===== config.mk =====
export PLATFORM = sky130hd
export DESIGN_NAME = cache_wb_top
export DESIGN_NICKNAME = d
export VERILOG_FILES = /design/src/rtl/cache_wb_pkg.sv /design/src/rtl/cache_wb_lru.sv /design/src/rtl/cache_wb_top.sv
export SDC_FILE = /design/constraint.sdc
export NUM_CORES = 1
export LEC_CHECK = 0
export CORE_UTILIZATION = 60
export DETAILED_ROUTE_END_ITERATION = 8
export PLACE_DENSITY = 0.82
export RECOVER_POWER = 25
export SLEW_MARGIN = 20
export SYNTH_ARGS = -nofsm -noshare
export SYNTH_HDL_FRONTEND = slang
export SYNTH_SLANG_ARGS = --single-unit

===== constraint.sdc =====
create_clock -name clk -period 16.97 [get_ports clk]
set_input_delay 3.394 -clock clk [delete_from_list [all_inputs] [get_ports clk]]
set_output_delay 3.394 -clock clk [all_outputs]
set_load 0.02 [all_outputs]

===== src/rtl/cache_wb_pkg.sv =====
// Shared FSM state type and derived-width helpers for the write-back cache.
package cache_wb_pkg;

    typedef enum logic [2:0] {
        IDLE,
        LOOKUP,
        WRITEBACK,
        FILL,
        RESPOND
    } state_t;

    function automatic int unsigned idx_w(input int unsigned sets);
        return $clog2(sets);
    endfunction

    function automatic int unsigned tag_w(input int unsigned aw, input int unsigned sets);
        return aw - $clog2(sets);
    endfunction

    function automatic int unsigned way_w(input int unsigned ways);
        return $clog2(ways);
    endfunction

endpackage


===== src/rtl/cache_wb_lru.sv =====
// True-LRU age tracking per set: age 0 is youngest, WAYS-1 is the LRU way.
module cache_wb_lru
    import cache_wb_pkg::*;
#(
    parameter int unsigned SETS = 4,
    parameter int unsigned WAYS = 4
) (
    input  logic                          clk,
    input  logic                          rst,
    input  logic [idx_w(SETS)-1:0]        idx_i,
    input  logic [way_w(WAYS)-1:0]        way_i,
    input  logic                          upd_i,
    output logic [way_w(WAYS)-1:0]        lru_way_o
);

    localparam int unsigned WW = way_w(WAYS);

    logic [WW-1:0] age_q [SETS][WAYS];

    // Reset order makes way0 the oldest in every set.
    always_ff @(posedge clk or posedge rst) begin
        if (rst) begin
            for (int unsigned s = 0; s < SETS; s++) begin
                for (int unsigned w = 0; w < WAYS; w++) begin
                    age_q[s][w] <= WW'(WAYS - 1 - w);
                end
            end
        end else if (upd_i) begin
            for (int unsigned w = 0; w < WAYS; w++) begin
                if (WW'(w) == way_i) begin
                    age_q[idx_i][w] <= '0;
                end else if (age_q[idx_i][w] < age_q[idx_i][way_i]) begin
                    age_q[idx_i][w] <= age_q[idx_i][w] + 1'b1;
                end
            end
        end
    end

    always_comb begin
        lru_way_o = '0;
        for (int unsigned w = 0; w < WAYS; w++) begin
            if (age_q[idx_i][w] == WW'(WAYS - 1)) begin
                lru_way_o = WW'(w);
            end
        end
    end

endmodule


===== src/rtl/cache_wb_top.sv =====
// Set-associative write-back, write-allocate cache with LRU replacement.
// Optional statistics counters are built when CACHE_STATS_EN is defined.
module cache_wb_top
    import cache_wb_pkg::*;
#(
    parameter int unsigned WIDTH      = 8,
    parameter int unsigned WAYS       = 4,
    parameter int unsigned TOTAL_SIZE = 16,
    parameter int unsigned RAM_DEPTH  = 256
`ifdef CACHE_STATS_EN
    ,
    parameter int unsigned STAT_W     = 16
`endif
) (
    input  logic                          clk,
    input  logic                          rst,
    input  logic                          re,
    input  logic                          we,
    input  logic [$clog2(RAM_DEPTH)-1:0]  addr,
    input  logic [WIDTH-1:0]              data_in,
    output logic                          ready,
    output logic                          done,
    output logic [WIDTH-1:0]              data_out,
    output logic [$clog2(RAM_DEPTH)-1:0]  RAM_addr,
    output logic [WIDTH-1:0]              RAM_data_out,
    output logic                          RAM_we,
    output logic                          RAM_re,
    input  logic [WIDTH-1:0]              RAM_data_in,
    input  logic                          RAM_ack
`ifdef CACHE_STATS_EN
    ,
    output logic [STAT_W-1:0]             hit_count,
    output logic [STAT_W-1:0]             miss_count,
    output logic [STAT_W-1:0]             wb_count
`endif
);

    localparam int unsigned SETS = TOTAL_SIZE / WAYS;
    localparam int unsigned AW   = $clog2(RAM_DEPTH);
    localparam int unsigned IW   = idx_w(SETS);
    localparam int unsigned TW   = tag_w(AW, SETS);
    localparam int unsigned WW   = way_w(WAYS);

    state_t state_q, state_d;

    logic [AW-1:0]    req_addr_q;
    logic [WIDTH-1:0] req_data_q;
    logic             req_we_q;

    logic [WAYS-1:0]  valid_q [SETS];
    logic [WAYS-1:0]  dirty_q [SETS];
    logic [TW-1:0]    tag_q   [SETS][WAYS];
    logic [WIDTH-1:0] data_q  [SETS][WAYS];

    logic [WW-1:0]    victim_q, victim_d;
    logic [WIDTH-1:0] data_out_q, data_out_d;
    logic             done_q;

    logic [IW-1:0]    idx;
    logic [TW-1:0]    rtag;
    logic             hit, inv_found;
    logic [WW-1:0]    hit_way, inv_way, lru_way;

    logic             lru_upd;
    logic [WW-1:0]    acc_way;
    logic             line_wr;
    logic [WW-1:0]    line_way;
    logic [WIDTH-1:0] line_dat;
    logic             line_dirty;
    logic             clr_dirty;

    assign idx  = req_addr_q[IW-1:0];
    assign rtag = req_addr_q[AW-1:IW];

    always_comb begin
        hit       = 1'b0;
        hit_way   = '0;
        inv_found = 1'b0;
        inv_way   = '0;
        for (int unsigned w = 0; w < WAYS; w++) begin
            if (!hit && valid_q[idx][w] && (tag_q[idx][w] == rtag)) begin
                hit     = 1'b1;
                hit_way = WW'(w);
            end
            if (!inv_found && !valid_q[idx][w]) begin
                inv_found = 1'b1;
                inv_way   = WW'(w);
            end
        end
    end

    cache_wb_lru #(
        .SETS (SETS),
        .WAYS (WAYS)
    ) u_lru (
        .clk       (clk),
        .rst       (rst),
        .idx_i     (idx),
        .way_i     (acc_way),
        .upd_i     (lru_upd),
        .lru_way_o (lru_way)
    );

    always_comb begin
        state_d    = state_q;
        victim_d   = victim_q;
        data_out_d = data_out_q;
        lru_upd    = 1'b0;
        acc_way    = victim_q;
        line_wr    = 1'b0;
        line_way   = victim_q;
        line_dat   = req_data_q;
        line_dirty = 1'b1;
        clr_dirty  = 1'b0;
        case (state_q)
            IDLE: begin
                if (re || we) state_d = LOOKUP;
            end
            LOOKUP: begin
                victim_d = inv_found ? inv_way : lru_way;
                if (hit) begin
                    lru_upd = 1'b1;
                    acc_way = hit_way;
                    if (req_we_q) begin
                        line_wr  = 1'b1;
                        line_way = hit_way;
                    end else begin
                        data_out_d = data_q[idx][hit_way];
                    end
                    state_d = RESPOND;
                end else if (valid_q[idx][victim_d] && dirty_q[idx][victim_d]) begin
                    state_d = WRITEBACK;
                end else if (!req_we_q) begin
                    state_d = FILL;
                end else begin
                    line_wr  = 1'b1;
                    line_way = victim_d;
                    lru_upd  = 1'b1;
                    acc_way  = victim_d;
                    state_d  = RESPOND;
                end
            end
            WRITEBACK: begin
                if (RAM_ack) begin
                    clr_dirty = 1'b1;
                    if (req_we_q) begin
                        line_wr = 1'b1;
                        lru_upd = 1'b1;
                        state_d = RESPOND;
                    end else begin
                        state_d = FILL;
                    end
                end
            end
            FILL: begin
                if (RAM_ack) begin
                    line_wr    = 1'b1;
                    line_dat   = RAM_data_in;
                    line_dirty = 1'b0;
                    lru_upd    = 1'b1;
                    data_out_d = RAM_data_in;
                    state_d    = RESPOND;
                end
            end
            RESPOND: state_d = IDLE;
            default: state_d = IDLE;
        endcase
    end

    always_ff @(posedge clk or posedge rst) begin
        if (rst) begin
            state_q    <= IDLE;
            victim_q   <= '0;
            data_out_q <= '0;
            done_q     <= 1'b0;
            req_addr_q <= '0;
            req_data_q <= '0;
            req_we_q   <= 1'b0;
        end else begin
            state_q    <= state_d;
            victim_q   <= victim_d;
            data_out_q <= data_out_d;
            done_q     <= (state_q == RESPOND);
            if (state_q == IDLE && (re || we)) begin
                req_addr_q <= addr;
                req_data_q <= data_in;
                req_we_q   <= we;
            end
        end
    end

    // A write allocate in the same cycle as a write-back ack must leave the line dirty.
    always_ff @(posedge clk or posedge rst) begin
        if (rst) begin
            for (int unsigned s = 0; s < SETS; s++) begin
                valid_q[s] <= '0;
                dirty_q[s] <= '0;
            end
        end else begin
            if (clr_dirty) dirty_q[idx][victim_q] <= 1'b0;
            if (line_wr) begin
                valid_q[idx][line_way] <= 1'b1;
                dirty_q[idx][line_way] <= line_dirty;
            end
        end
    end

    always_ff @(posedge clk) begin
        if (line_wr) begin
            data_q[idx][line_way] <= line_dat;
            tag_q[idx][line_way]  <= rtag;
        end
    end

    assign ready        = (state_q == IDLE);
    assign done         = done_q;
    assign data_out     = data_out_q;
    assign RAM_we       = (state_q == WRITEBACK);
    assign RAM_re       = (state_q == FILL);
    assign RAM_data_out = (state_q == WRITEBACK) ? data_q[idx][victim_q] : '0;

    always_comb begin
        RAM_addr = '0;
        if (state_q == WRITEBACK) RAM_addr = {tag_q[idx][victim_q], idx};
        else if (state_q == FILL) RAM_addr = req_addr_q;
    end

`ifdef CACHE_STATS_EN
    logic [STAT_W-1:0] hit_q, miss_q, wb_q;

    always_ff @(posedge clk or posedge rst) begin
        if (rst) begin
            hit_q  <= '0;
            miss_q <= '0;
            wb_q   <= '0;
        end else begin
            if (state_q == LOOKUP) begin
                if (hit) begin
                    if (hit_q != '1) hit_q <= hit_q + 1'b1;
                end else if (miss_q != '1) begin
                    miss_q <= miss_q + 1'b1;
                end
            end
            if (state_q == WRITEBACK && RAM_ack && wb_q != '1) wb_q <= wb_q + 1'b1;
        end
    end

    assign hit_count  = hit_q;
    assign miss_count = miss_q;
    assign wb_count   = wb_q;
`endif

endmodule

# [After elaboration in Yosys (flattened, before gate mapping)]
# Memories as Yosys holds them, arrays and structs flattened.
# Cells that the tools add are included.
[word_totals] ff_bits=95 mem_bits_rw=224 input_bits=29 output_inout_bits=28 word_cells=236 n_memories=2
[mem_list] name="data_q" depth=4 width=32 rd=1 rd_clocked_by_memory_dff=0 write_ports=1 line="cache_wb_top.sv:53" source="logic [WIDTH-1:0] data_q [SETS][WAYS];"
[mem_list] name="tag_q" depth=4 width=24 rd=1 rd_clocked_by_memory_dff=0 write_ports=1 line="cache_wb_top.sv:52" source="logic [TW-1:0] tag_q [SETS][WAYS];"
[classes] n_addsub=4 n_lt_le_gt_ge=16 eq_ne=19 n_mux=118 n_bitwise=16 reduce_logical=30
[ops] op="32-bit two-way mux" count=12
[ops] op="32-bit bitwise AND" count=4
[ops] op="32-bit bitwise mux" count=4
[ops] op="8-bit two-way mux" count=16
[ops] op="32-bit inverter" count=4
[ops] op="8-bit demux with 2-bit select" count=5
[ops] op="8-bit binary-select mux with 2-bit select" count=3
[ops] op="2-bit two-way mux" count=17
[ops] op="16-bit two-way mux" count=2
[ops] op="4-bit two-way mux" count=7
[ops] op="1-bit two-way mux" count=25
[ops] op="6-bit equality test" count=4
[ops] op="24-bit two-way mux" count=1
[ops] op="6-bit two-way mux" count=4
[ops] op="3-bit two-way mux" count=6
[ops] op="16-bit bitwise AND" count=1
[ops] op="4-bit binary-select mux with 2-bit select" count=2
[ops] op="16-bit bitwise mux" count=1
[ops] op="4-bit demux with 2-bit select" count=2
[ops] op="1-bit logical AND" count=16
[ops] op="16-bit inverter" count=1
[ops] op="16-bit bitwise OR" count=1
[ops] op="8-bit one-hot mux with 2 select lines" count=1
[ops] op="3-bit >= comparator, second input constant" count=5
[ops] op="other kinds (28)" count=59

# [Depth between registers and ports, before layout]
# Gate-level depths: netlist of the first run.
[depth] word_depth=39 mapped_depth=23

# [By module]
# From an unflattened synthesis of the first run, not the netlist that was laid out.
[hier_totals] hier_cells=899 hier_area_um2=14853.0
[by_module_without_submodules] module="cache_wb_top" instances=1 cells_each=699 area_each_um2=12569.6 seq_area_each_um2=8303.0
[by_module_without_submodules] module="cache_wb_lru" instances=1 cells_each=200 area_each_um2=2283.4 seq_area_each_um2=820.8

# [Least setup slack after synthesis of the first run]
# OpenSTA, ideal clock, no wires.
[synth_timing] path_type="reg2out" start="register req_addr_q[0]" end="output RAM_data_out[0]" t_arrival_ps=3528 required_time_ps=13576 setup_slack_ps=10048 path_stages_with_launch=11 cell_sequence="dfrtp_1 > buf_6 > buf_6 > buf_6 > buf_2 > clkbuf_1 > buf_1 > clkbuf_1 > mux4_2 > mux4_2 > and2_1"
[synth_via] elab_chain_cells=5
[synth_lines] element="start: declaration" line="cache_wb_top.sv:46" source="logic [AW-1:0] req_addr_q;"
[synth_lines] element="start signal: assignment" line="cache_wb_top.sv:185" source="req_addr_q <= addr;"
[synth_lines] element="memory 4 x 32 bit"
[synth_lines] element="8-bit binary-select mux with 2-bit select" line="cache_wb_top.sv:220" source="assign RAM_data_out = (state_q == WRITEBACK) ? data_q[idx][victim_q] : '0;"
[synth_lines] element="8-bit two-way mux (implied by the code) (2 in series)" line="cache_wb_top.sv:220"
[synth_lines] element="8-bit two-way mux" line="cache_wb_top.sv:220"
[synth_lines] element="end: declaration" line="cache_wb_top.sv:25" source="output logic [WIDTH-1:0] RAM_data_out,"
# Every way passes these cells. The select of a mux whose other input is x is not followed.

# [Worst setup path in the final report of the first run]
[layout_timing] start="register req_addr_q[1]" end="output RAM_addr[6]"
[layout_via] elab_chain_cells=5
[layout_lines] element="memory 4 x 24 bit"
[layout_lines] element="6-bit binary-select mux with 2-bit select" line="cache_wb_top.sv:224" source="if (state_q == WRITEBACK) RAM_addr = {tag_q[idx][victim_q], idx};"
[layout_lines] element="6-bit two-way mux (implied by the code) (2 in series)" line="cache_wb_top.sv:224"
[layout_lines] element="8-bit two-way mux" line="cache_wb_top.sv:224"
[layout_lines] element="end: declaration" line="cache_wb_top.sv:24" source="output logic [$clog2(RAM_DEPTH)-1:0] RAM_addr,"
# Every way passes these cells. The select of a mux whose other input is x is not followed.

==> metrics.txt, run 1 <==
run status finished, violations left; failing checks capacitance limit, slew limit; clk buf depth 3; Hold Path Class reg2reg; Final Critical Period between 9 and 10 ns; Sink Count 319; # Post-CTS Setup Buffers 0; CP Class reg2out; Worst EP arrival 5.95 ns; Critical Path Sink Type primary output; Horiz. Die Dim ~160 um; Final nets roughly 1,100; I/O pin count between 50 and 60; most common library cell in the layout ignoring fill and taps edfxtp_1; Post-CTS Hold Buffers 0; fin crit share 0.550; hold slack around 0.46 ns; die height roughly 160 um; # resized after CTS 0; initial antenna violation count 0; Final Hold Fails 0; Worst Max-Slew Pin Slew between 3 and 4 ns; CORE AREA approximately 24,000 sq um; detailed placement HPWL between 20 and 25 mm; maxcap violations 4; area delta synth->final 13.0%; top cells by area, synth edfxtp_1 (46%), dfrtp_1 (13%), mux4_2 (10%); slew margin rel. -1.07; Diodes inserted 0; Pleak between 0.006 and 0.007 uW; fmax 107 MHz; drt pass-1 iters 5; post-synthesis sequential area ratio 0.621; Syn Nets ~1,000; largest net degree at the start of global routing 56; layout cells sized above 1 0.188; detailed-route DRC error count 0; setup TNS 0 ns; Setup WS post-layout around 7.6 ns; setup slack at placement 9.89 ns; post-route insts no fill between 1,000 and 1,500; FF-to-FF setup slack between 9 and 10 ns; post-route ant nets 0; CP Launch Type flop; Syn Inst Count 999; RePlAce Congestion ~0.96; vias per cell 6.63; Mean Syn Cell Area around 15 sq um; Clock transition at path regs ~0.06 ns; grt total ovfl 0; Yosys cell types 70; initial core utilization 0.619; num rows 56; power per standard cell area 201 nW/um^2; post-synthesis cell area approximately 15,000 sq um; Worst Path Max Fanout 47; worst-case vdd ir drop approximately 0.11 mV; Layout Utilization 0.699; vias in the first global route slightly above 9,000; Most used DFF post-synth edfxtp_1; commonest cells after routing, fill and taps aside edfxtp_1 (224), dfrtp_1 (76), mux2i_1 (70); CTS Buf Count 31; Post-synth EDFFs between 200 and 250; H-tree Lvls 1; Total Routing Usage GR 0.303; clk_lat worst skew 0.57 ns; Synth async-reset ratio 0.298; Worst Skew roughly 0.014 ns; CP required 13.58 ns; PortBufs 56; #FFs+latches synth around 320; Final Slew Violations around 170; dpl cells roughly 1,300; RSZ-0062 raised after global routing no; 1st-iter DRT viols between 900 and 1,000; top-area cell type share of the netlist area 0.458; CTS tree built; vias after detailed routing slightly above 9,000; Final setup viols 0; Root Driver clkbuf_16; area leader, netlist edfxtp_1; Wirelength per Cell roughly 26 um; Syn. warnings 0; first-pass GRT wire length approximately 55 mm; die footprint around 25,000 sq um; final wirelength 36.1 mm
-- synthesized netlist by cell type (all sizes together) (27+ instances only) --
master and number:
edfxtp 224, dfrtp 79, mux2i 71, mux4 69
nand2 63, o21ai 57, nor2 44, mux2 32
buf 31, inv 31, a21oi 27
-- sequential cells by signal, summed over array words and instances, names as in the netlist, 3 cells and up --
signal,count
data_q,128
tag_q,96
state_q,3
req_addr_q,8
data_out,8
u_lru.age_q,32
valid_q,16
req_data_q,8
dirty_q,16
-- report_power, final --
part	switching [uW]	total, uW	leakage (uW)	internal (uW)
clock network	298	716	0.000508	418
registers	152	1230	0.00316	1080
logic	803	1380	0.00236	581
-- final cells by class --
type,count,area (sq um)
Clock buffer,39,816
Clock inverter,19,241
Multi-Input combinational cell,596,5220
Sequential cell,319,9130
Tap cell,319,399
Inverter,31,118
Timing Repair Buffer,75,684
Fill cell,1514,7140
-- stage by stage --
stage / area (sq um) / total power (uW)
5_1_grt: 16600 / 3490
4_1_cts: 16600 / 3310
6_report: 16600 / 3330
3_5_place_dp: 15600 / 2590
2_1_floorplan: 14700 / 2240
3_3_place_gp: 15600 / 2550
-- per-layer routing --
| metal | track usage | wire, um | up-vias |
|---|---|---|---|
| li1 | - | - | 3948 |
| met1 | 0.405 | 14000 | 4692 |
| met2 | 0.491 | 17300 | 532 |
| met3 | 0.0721 | 3530 | 92 |
| met4 | 0.108 | 1310 | 0 |
| met5 | 0 | 0 | - |
-- cells by family (layout without fill, tap and decap cells) --
logic type	count (synthesis)	after routing	share of synthesized area
muxes	172	172	0.180
adders and majority gates	6	6	0.00477
DFF	319	319	0.621
xor gates and xnor gates	28	28	0.0167
AOI/OAI and AO/OA	173	173	0.0780
buffers and inverters	84	164	0.0262
and+or+nand+nor	217	217	0.0734
-- final timing paths --
check / start / endpoint / cells after the start
max: req_addr_q[1] / RAM_addr[6] / 8
min: valid_q[2] / valid_q[2] / 1
max reg2reg: req_addr_q[1] / data_q[3][7] / 15
min reg2reg: valid_q[2] / valid_q[2] / 1
min in group asynchronous: rst / data_out[3] / 2
max in group asynchronous: rst / req_addr_q[1] / 3
-- worst max-delay path, stage by stage (launching register included) --
cell and delay [ns]:
dfrtp_4 0.58, clkbuf_1 2.05, buf_4 0.81, mux2i_1 0.40
mux2i_1 0.20, mux4_2 0.53, mux2i_1 0.14, nor2_1 0.09
clkdlybuf4s50_1 0.57
Power figures use the tool's default switching activity.
==> run 2: changes to the inputs <==
--- a/config.mk
+++ b/config.mk
@@ -5,9 +5,9 @@
 export SDC_FILE = /design/constraint.sdc
 export NUM_CORES = 1
 export LEC_CHECK = 0
-export CORE_UTILIZATION = 60
+export CORE_UTILIZATION = 55
 export DETAILED_ROUTE_END_ITERATION = 8
-export PLACE_DENSITY = 0.82
+export PLACE_DENSITY = 0.79
 export RECOVER_POWER = 25
 export SLEW_MARGIN = 20
 export SYNTH_ARGS = -nofsm -noshare
==> constraint.sdc (replaced) <==
create_clock -name clk -period 7.5 [get_ports clk]
set_input_delay 1.5 -clock clk [delete_from_list [all_inputs] [get_ports clk]]
set_output_delay 1.5 -clock clk [all_outputs]
set_load 0.02 [all_outputs]
==> run 2 against run 1 <==
Compared with the run above: the flow finishes with violations (DRC, capacitance limit, slew limit); sequential power increased by 130%; non-clock buffer count decreased by 3; setup slack got worse by 5.9 ns; power increased by 130%; routed wire length decreased by 4.7%; global-route usage decreased by 3.9 points; register-to-register slack got worse by 7.4 ns; clock-buffer cell count increased by 3; die area increased by 9.0%; clock power increased by 130%; critical path type is now reg2reg; largest cell class unchanged; highest routed layer unchanged.
==> metrics.txt, run 2 (same netlist as run 1, synthesis figures left out) <==
Worst Max-Slew Pin Slew 1.72 ns (was 3.10 ns); multi-input logic area 5220 sq um (about the same); Sink Count 319 (unchanged); Hold Path Class reg2reg (unchanged); grt total ovfl 0 (unchanged); max reg flops 128 (unchanged); Largest Register data_q (unchanged); run status finished, violations left (unchanged); CP Class reg2reg (was reg2out); clk_lat worst skew 0.53 ns (was 0.57 ns); worst-case vdd ir drop 0.192 mV (was 0.113 mV); fin crit share 0.775; power per standard cell area 451 nW/um^2 (was 201 nW/um^2); initial core utilization 0.563 (was 0.619); Worst EP arrival 5.95 ns (about the same); detailed-route DRC error count 2 (was 0); first-pass GRT wire length 53.5 mm (was 55.1 mm); Root Driver clkbuf_16 (unchanged); fmax approximately 170 MHz; # resized after CTS 0 (unchanged); maxcap violations 1 (was 4); setup TNS 0 ns (unchanged); Pleak 0.00604 uW (was 0.00602 uW); die height 165 um (was 159 um); Final Slew Violations 42 (was 165); post-route insts no fill 1,414 (was 1,398); Clock transition at path regs 0.06 ns (about the same); failing checks DRC, capacitance limit, slew limit (was capacitance limit, slew limit); CTS tree built (unchanged); vias per cell 6.42 (was 6.63); detailed placement HPWL 21.9 mm (was 21.6 mm); Critical Path Sink Type flop (was primary output); die footprint 27,400 sq um (was 25,100 sq um); I/O pin count 57 (unchanged); Wirelength per Cell 24.4 um (was 25.8 um); Final nets 1,086 (unchanged); Final setup viols 0 (unchanged); num rows 59 (was 56); CP Launch Type flop (unchanged); post-route ant nets 0 (unchanged); Fillers 1,852 (was 1,514); Worst Skew 0.0212 ns (was 0.0137 ns); biggest regs data_q: 128 flops, tag_q: 96 flops, u_lru.age_q: 32 flops (unchanged); Post-CTS Hold Buffers 0 (unchanged); CTS Buf Count 34 (was 31); Worst Path Max Fanout 59 (was 47); dpl cells 1,353 (was 1,340); H-tree Lvls 2 (was 1); 1st-iter DRT viols 815 (was 981); Final Critical Period ~5.8 ns; register area 9130 sq um (about the same); drt pass-1 iters 7 (was 5); commonest cells after routing, fill and taps aside edfxtp_1 (224), dfrtp_1 (77), mux2i_1 (70) (was edfxtp_1 (224), dfrtp_1 (76), mux2i_1 (70)); area delta synth->final 13.3% (was 13.0%); clk buf depth 3 (unchanged); # Post-CTS Setup Buffers 0 (unchanged); CP required 7.64 ns (was 13.58 ns); most common library cell in the layout ignoring fill and taps edfxtp_1 (unchanged); vias after detailed routing 9,082 (was 9,264); Total Routing Usage GR 0.265 (was 0.303); initial antenna violation count 0 (unchanged); RSZ-0062 raised after global routing no (unchanged); largest net degree at the start of global routing 60 (was 56); Horiz. Die Dim 165 um (was 159 um); CORE AREA 26,100 sq um (was 23,800 sq um); slew margin rel. -0.156 (was -1.07); Final Hold Fails 0 (unchanged); layout cells sized above 1 0.192 (was 0.188); RePlAce Congestion 0.922 (was 0.957); final wirelength 34.4 mm (was 36.1 mm); PortBufs 56 (unchanged); Diodes inserted 0 (unchanged); vias in the first global route 9,108 (was 9,357)
==> run 2: changes by cell type in the layout (fill, tap and decap cells not counted), moves of 2 or more <==
| cell | delta |
|---|---|
| clkbuf_16 | +4 |
| clkinv_1 | +2 |
| clkinv_8 | +2 |
| buf_4 | +2 |
| clkbuf_1 | -7 |
| bufinv_16 | -3 |
==> run 2: routing by layer <==
metal / GRT usage / part of all wire / vias to the layer above
met5: 0 / 0 / -
met4: 0.0888 / 0.028 / 0
met3: 0.0467 / 0.068 / 77
met2: 0.442 / 0.50 / 401
met1: 0.352 / 0.40 / 4641
li1: - / - / 3963
==> run 2: per-stage QoR <==
step / total power, uW / instance area (sq um) / hold slack, ns / setup slack, ns / utilization
after floorplan: 5060 / 14700 / 0.428 / 2.11 / -
after CTS: 7510 / 16700 / 0.466 / 1.71 / 0.638
after global routing: 7900 / 16700 / 0.480 / 1.40 / 0.637
after global placement: 5770 / 15600 / 0.444 / 1.99 / 0.596
after detailed placement: 5860 / 15600 / 0.450 / 1.81 / 0.596
final: 7510 / 16700 / 0.466 / 1.69 / 0.637
==> run 2: power by group <==
group | internal [uW] | total (uW) | switching, uW
Combinational | 1310 | 3040 | 1740
Clock | 949 | 1630 | 679
Sequential | 2440 | 2840 | 404
Total | 4690 | 7510 | 2820
==> run 2: final timing paths <==
kind,startpoint,to,slack [ns],cells past startpoint
max,req_addr_q[1],data_q[0][5],1.69,13
min,valid_q[9],valid_q[9],0.47,1
max reg2reg,req_addr_q[1],data_q[0][5],1.69,13
min reg2reg,valid_q[9],valid_q[9],0.47,1
max in group asynchronous,rst,req_addr_q[0],4.04,3
min in group asynchronous,rst,u_lru.age_q[27],1.86,2
==> run 2: critical path, stage by stage, from the launching register on <==
cell and delay, ns:
dfrtp_4 0.99, buf_4 0.68, mux4_1 0.46, xnor2_1 0.23, nand4_1 0.15, or4_4 0.59, o21ai_0 0.31, or2_2 0.29
a211oi_1 0.06, a31oi_1 0.16, o22ai_1 0.14, nor3_1 0.46, nand2_1 0.19, inv_1 0.67
==> run 2: area by class of cell <==
| cell class | instances | share of cell area |
|---|---|---|
| clock buffers | 42 | 0.0554 |
| clock inverters | 19 | 0.0103 |
| inverters | 31 | 0.00706 |
| multi-input cells | 596 | 0.313 |
| flip-flops and latches | 319 | 0.548 |
| well taps | 335 | 0.0252 |
| repair buffers | 72 | 0.0409 |
==> run 3: changes to the inputs <==
==> constraint.sdc (replaced) <==
create_clock -name clk -period 4.75 [get_ports clk]
set_input_delay 0.95 -clock clk [delete_from_list [all_inputs] [get_ports clk]]
set_output_delay 0.95 -clock clk [all_outputs]
set_load 0.02 [all_outputs]
==> run 3 against run 2 <==
Compared with the run above: the flow still finishes with violations (DRC, capacitance limit, slew limit); clock power grew 69%; critical path depth is 2 higher; die area did not move; core utilization is 2.2 points higher; clock skew down 0.011 ns; global-route usage rose by 0.90 points; hold slack got worse by 0.0020 ns; clock-buffer cell count up 8; via count is 2.9% higher; non-clock buffer count rose by 48; largest cell class unchanged.
==> metrics.txt, run 3 (same netlist as run 1, synthesis figures left out) <==
RSZ-0062 raised after global routing no (unchanged); clk buf depth 3 (unchanged); Clock transition at path regs 0.06 ns (about the same); RR Startpoint req_addr_q[0] (was req_addr_q[1]); clock share of power 0.220 (was 0.217); detailed-route DRC error count 12 (was 2); FF-to-FF setup slack 0.23 ns (was 1.69 ns); Seq pwr share 0.344 (was 0.378); Worst Path Max Fanout 46 (was 59); slew margin rel. -0.917 (was -0.156); logic gate share of total power 0.435 (was 0.405); CORE AREA 26,100 sq um (unchanged); clk_lat worst skew 0.51 ns (was 0.53 ns); CP Launch Type flop (unchanged); CTS Buf Count 35 (was 34); num rows 59 (unchanged); Hold Path Class reg2reg (unchanged); CP required 4.96 ns (was 7.64 ns); max reg flops 128 (unchanged); Psw 4650 uW (was 2820 uW); initial core utilization 0.563 (unchanged); detailed placement HPWL 24.4 mm (was 21.9 mm); Final setup viols 0 (unchanged); min-delay src valid_q[9] (unchanged); area delta synth->final 17.2% (was 13.3%); fin crit share 0.952 (was 0.775); run status finished, violations left (unchanged); Final Critical Period 4.52 ns (was 5.81 ns); Final nets 1,136 (was 1,086); Critical Path Sink Type flop (unchanged); vias per cell 6.38 (was 6.42); Wirelength per Cell 24.9 um (was 24.4 um); 1st-iter DRT viols 1,050 (was 815); Largest Register data_q (unchanged); Final Slew Violations 69 (was 42); Setup WS post-layout 0.229 ns (was 1.69 ns); Worst Max-Slew Pin Slew 2.88 ns (was 1.72 ns); vias after detailed routing 9,343 (was 9,082); vias in the first global route 9,240 (was 9,108); first-pass GRT wire length 54.7 mm (was 53.5 mm); PortBufs 56 (unchanged); drt pass-1 iters 7 (unchanged); die height 165 um (unchanged); Pleak 0.00637 uW (was 0.00604 uW); power per standard cell area 725 nW/um^2 (was 451 nW/um^2); layout cells sized above 1 0.223 (was 0.192); initial antenna violation count 0 (unchanged); biggest regs data_q: 128 flops, tag_q: 96 flops, u_lru.age_q: 32 flops (unchanged); internal power 7840 uW (was 4690 uW); Final Hold Fails 0 (unchanged); Root Driver clkbuf_16 (unchanged); most common library cell in the layout ignoring fill and taps edfxtp_1 (unchanged); Critical Path Source req_addr_q[0] (was req_addr_q[1]); worst-case vdd ir drop 0.395 mV (was 0.192 mV); fmax 221 MHz (was 172 MHz); CTS tree built (unchanged); CP Class reg2reg (unchanged); largest net degree at the start of global routing 69 (was 60); final wirelength 36.4 mm (was 34.4 mm); failing checks DRC, capacitance limit, slew limit (unchanged); Worst Skew 0.0101 ns (was 0.0212 ns); setup slack at placement 0.257 ns (was 1.81 ns); Total Routing Usage GR 0.274 (was 0.265); Sink Count 319 (unchanged); Diodes inserted 0 (unchanged); Layout Utilization 0.659 (was 0.637); post-route ant nets 0 (unchanged); I/O pin count 57 (unchanged); Worst EP arrival 4.74 ns (was 5.95 ns); Horiz. Die Dim 165 um (unchanged); die footprint 27,400 sq um (unchanged); maxcap violations 1 (unchanged); grt total ovfl 0 (unchanged); switch share 0.372 (was 0.375); H-tree Lvls 2 (unchanged); RePlAce Congestion 0.902 (was 0.922); commonest cells after routing, fill and taps aside edfxtp_1 (224), dfrtp_1 (77), mux2i_1 (70) (unchanged)
[run 3: cell types whose count changed in the layout (fill, tap and decap cells not counted), moves of 3 or more]
cell	before	now
clkinvlp_4	3	0
clkbuf_1	5	17
buf_12	0	9
buf_4	16	47
clkinv_1	6	2
[run 3: critical path: stages (launching register included)]
cell and delay, ns:
dfrtp_4 0.46, buf_12 0.29, mux4_1 0.65, xnor2_1 0.20
nand4_1 0.11, or4_4 0.57, o21ai_0 0.12, or2_2 0.26
a211oi_1 0.07, a31oi_1 0.17, o22ai_1 0.14, nor3_1 0.46
buf_4 0.21, nand2_1 0.11, inv_1 0.15, buf_12 0.18
[run 3: power groups by stage]
stage                     sequential, uW  combinational [uW]  clock (uW)
after floorplan                     4140                3870           0
final                               4300                5430        2750
after global routing                4360                5810        2900
after detailed placement            4330                5280           0
after global placement              4310                5180           0
after CTS                           4290                5330        2790
[run 3: area by class of cell]
| class | instances | area [sq um] |
|---|---|---|
| Timing Repair Buffer | 120 | 1130 |
| Tap cell | 335 | 419 |
| Fill cell | 1827 | 8900 |
| Sequential cell | 319 | 9130 |
| Multi-Input combinational cell | 597 | 5250 |
| Inverter | 31 | 116 |
| Clock inverter | 12 | 176 |
| Clock buffer | 50 | 1000 |
[run 3: final timing paths]
check,to,depth (start not counted)
max reg2reg,tag_q[0][1],15
min reg2reg,valid_q[9],1
min,valid_q[9],1
max,tag_q[0][1],15
max in group asynchronous,req_addr_q[1],2
min in group asynchronous,data_out[3],2
[run 3: through the flow]
step | hold WS [ns] | total power, uW | setup TNS [ns] | instances | area (sq um)
2_1_floorplan | 0.428 | 8020 | -4.40 | 999 | 14700
3_3_place_gp | 0.445 | 9480 | 0 | 1399 | 16000
3_5_place_dp | 0.447 | 9610 | 0 | 1399 | 16000
4_1_cts | 0.466 | 12400 | 0 | 1461 | 17200
5_1_grt | 0.484 | 13100 | 0 | 1464 | 17200
6_report | 0.464 | 12500 | 0 | 1464 | 17200
[run 3: per-layer routing]
layer / up-vias / GRT usage / routed length (um)
met5: - / 0 / 0
met4: 0 / 0.0698 / 655
met3: 46 / 0.0569 / 3130
met2: 439 / 0.434 / 17400
met1: 4795 / 0.388 / 15300
li1: 4063 / - / -
[run 3: what timing repair did]
action	in CTS	in global routing
resized for setup	0	4
buffers inserted	0	2
setup endpoints to repair	0	22
hold buffers	0	0
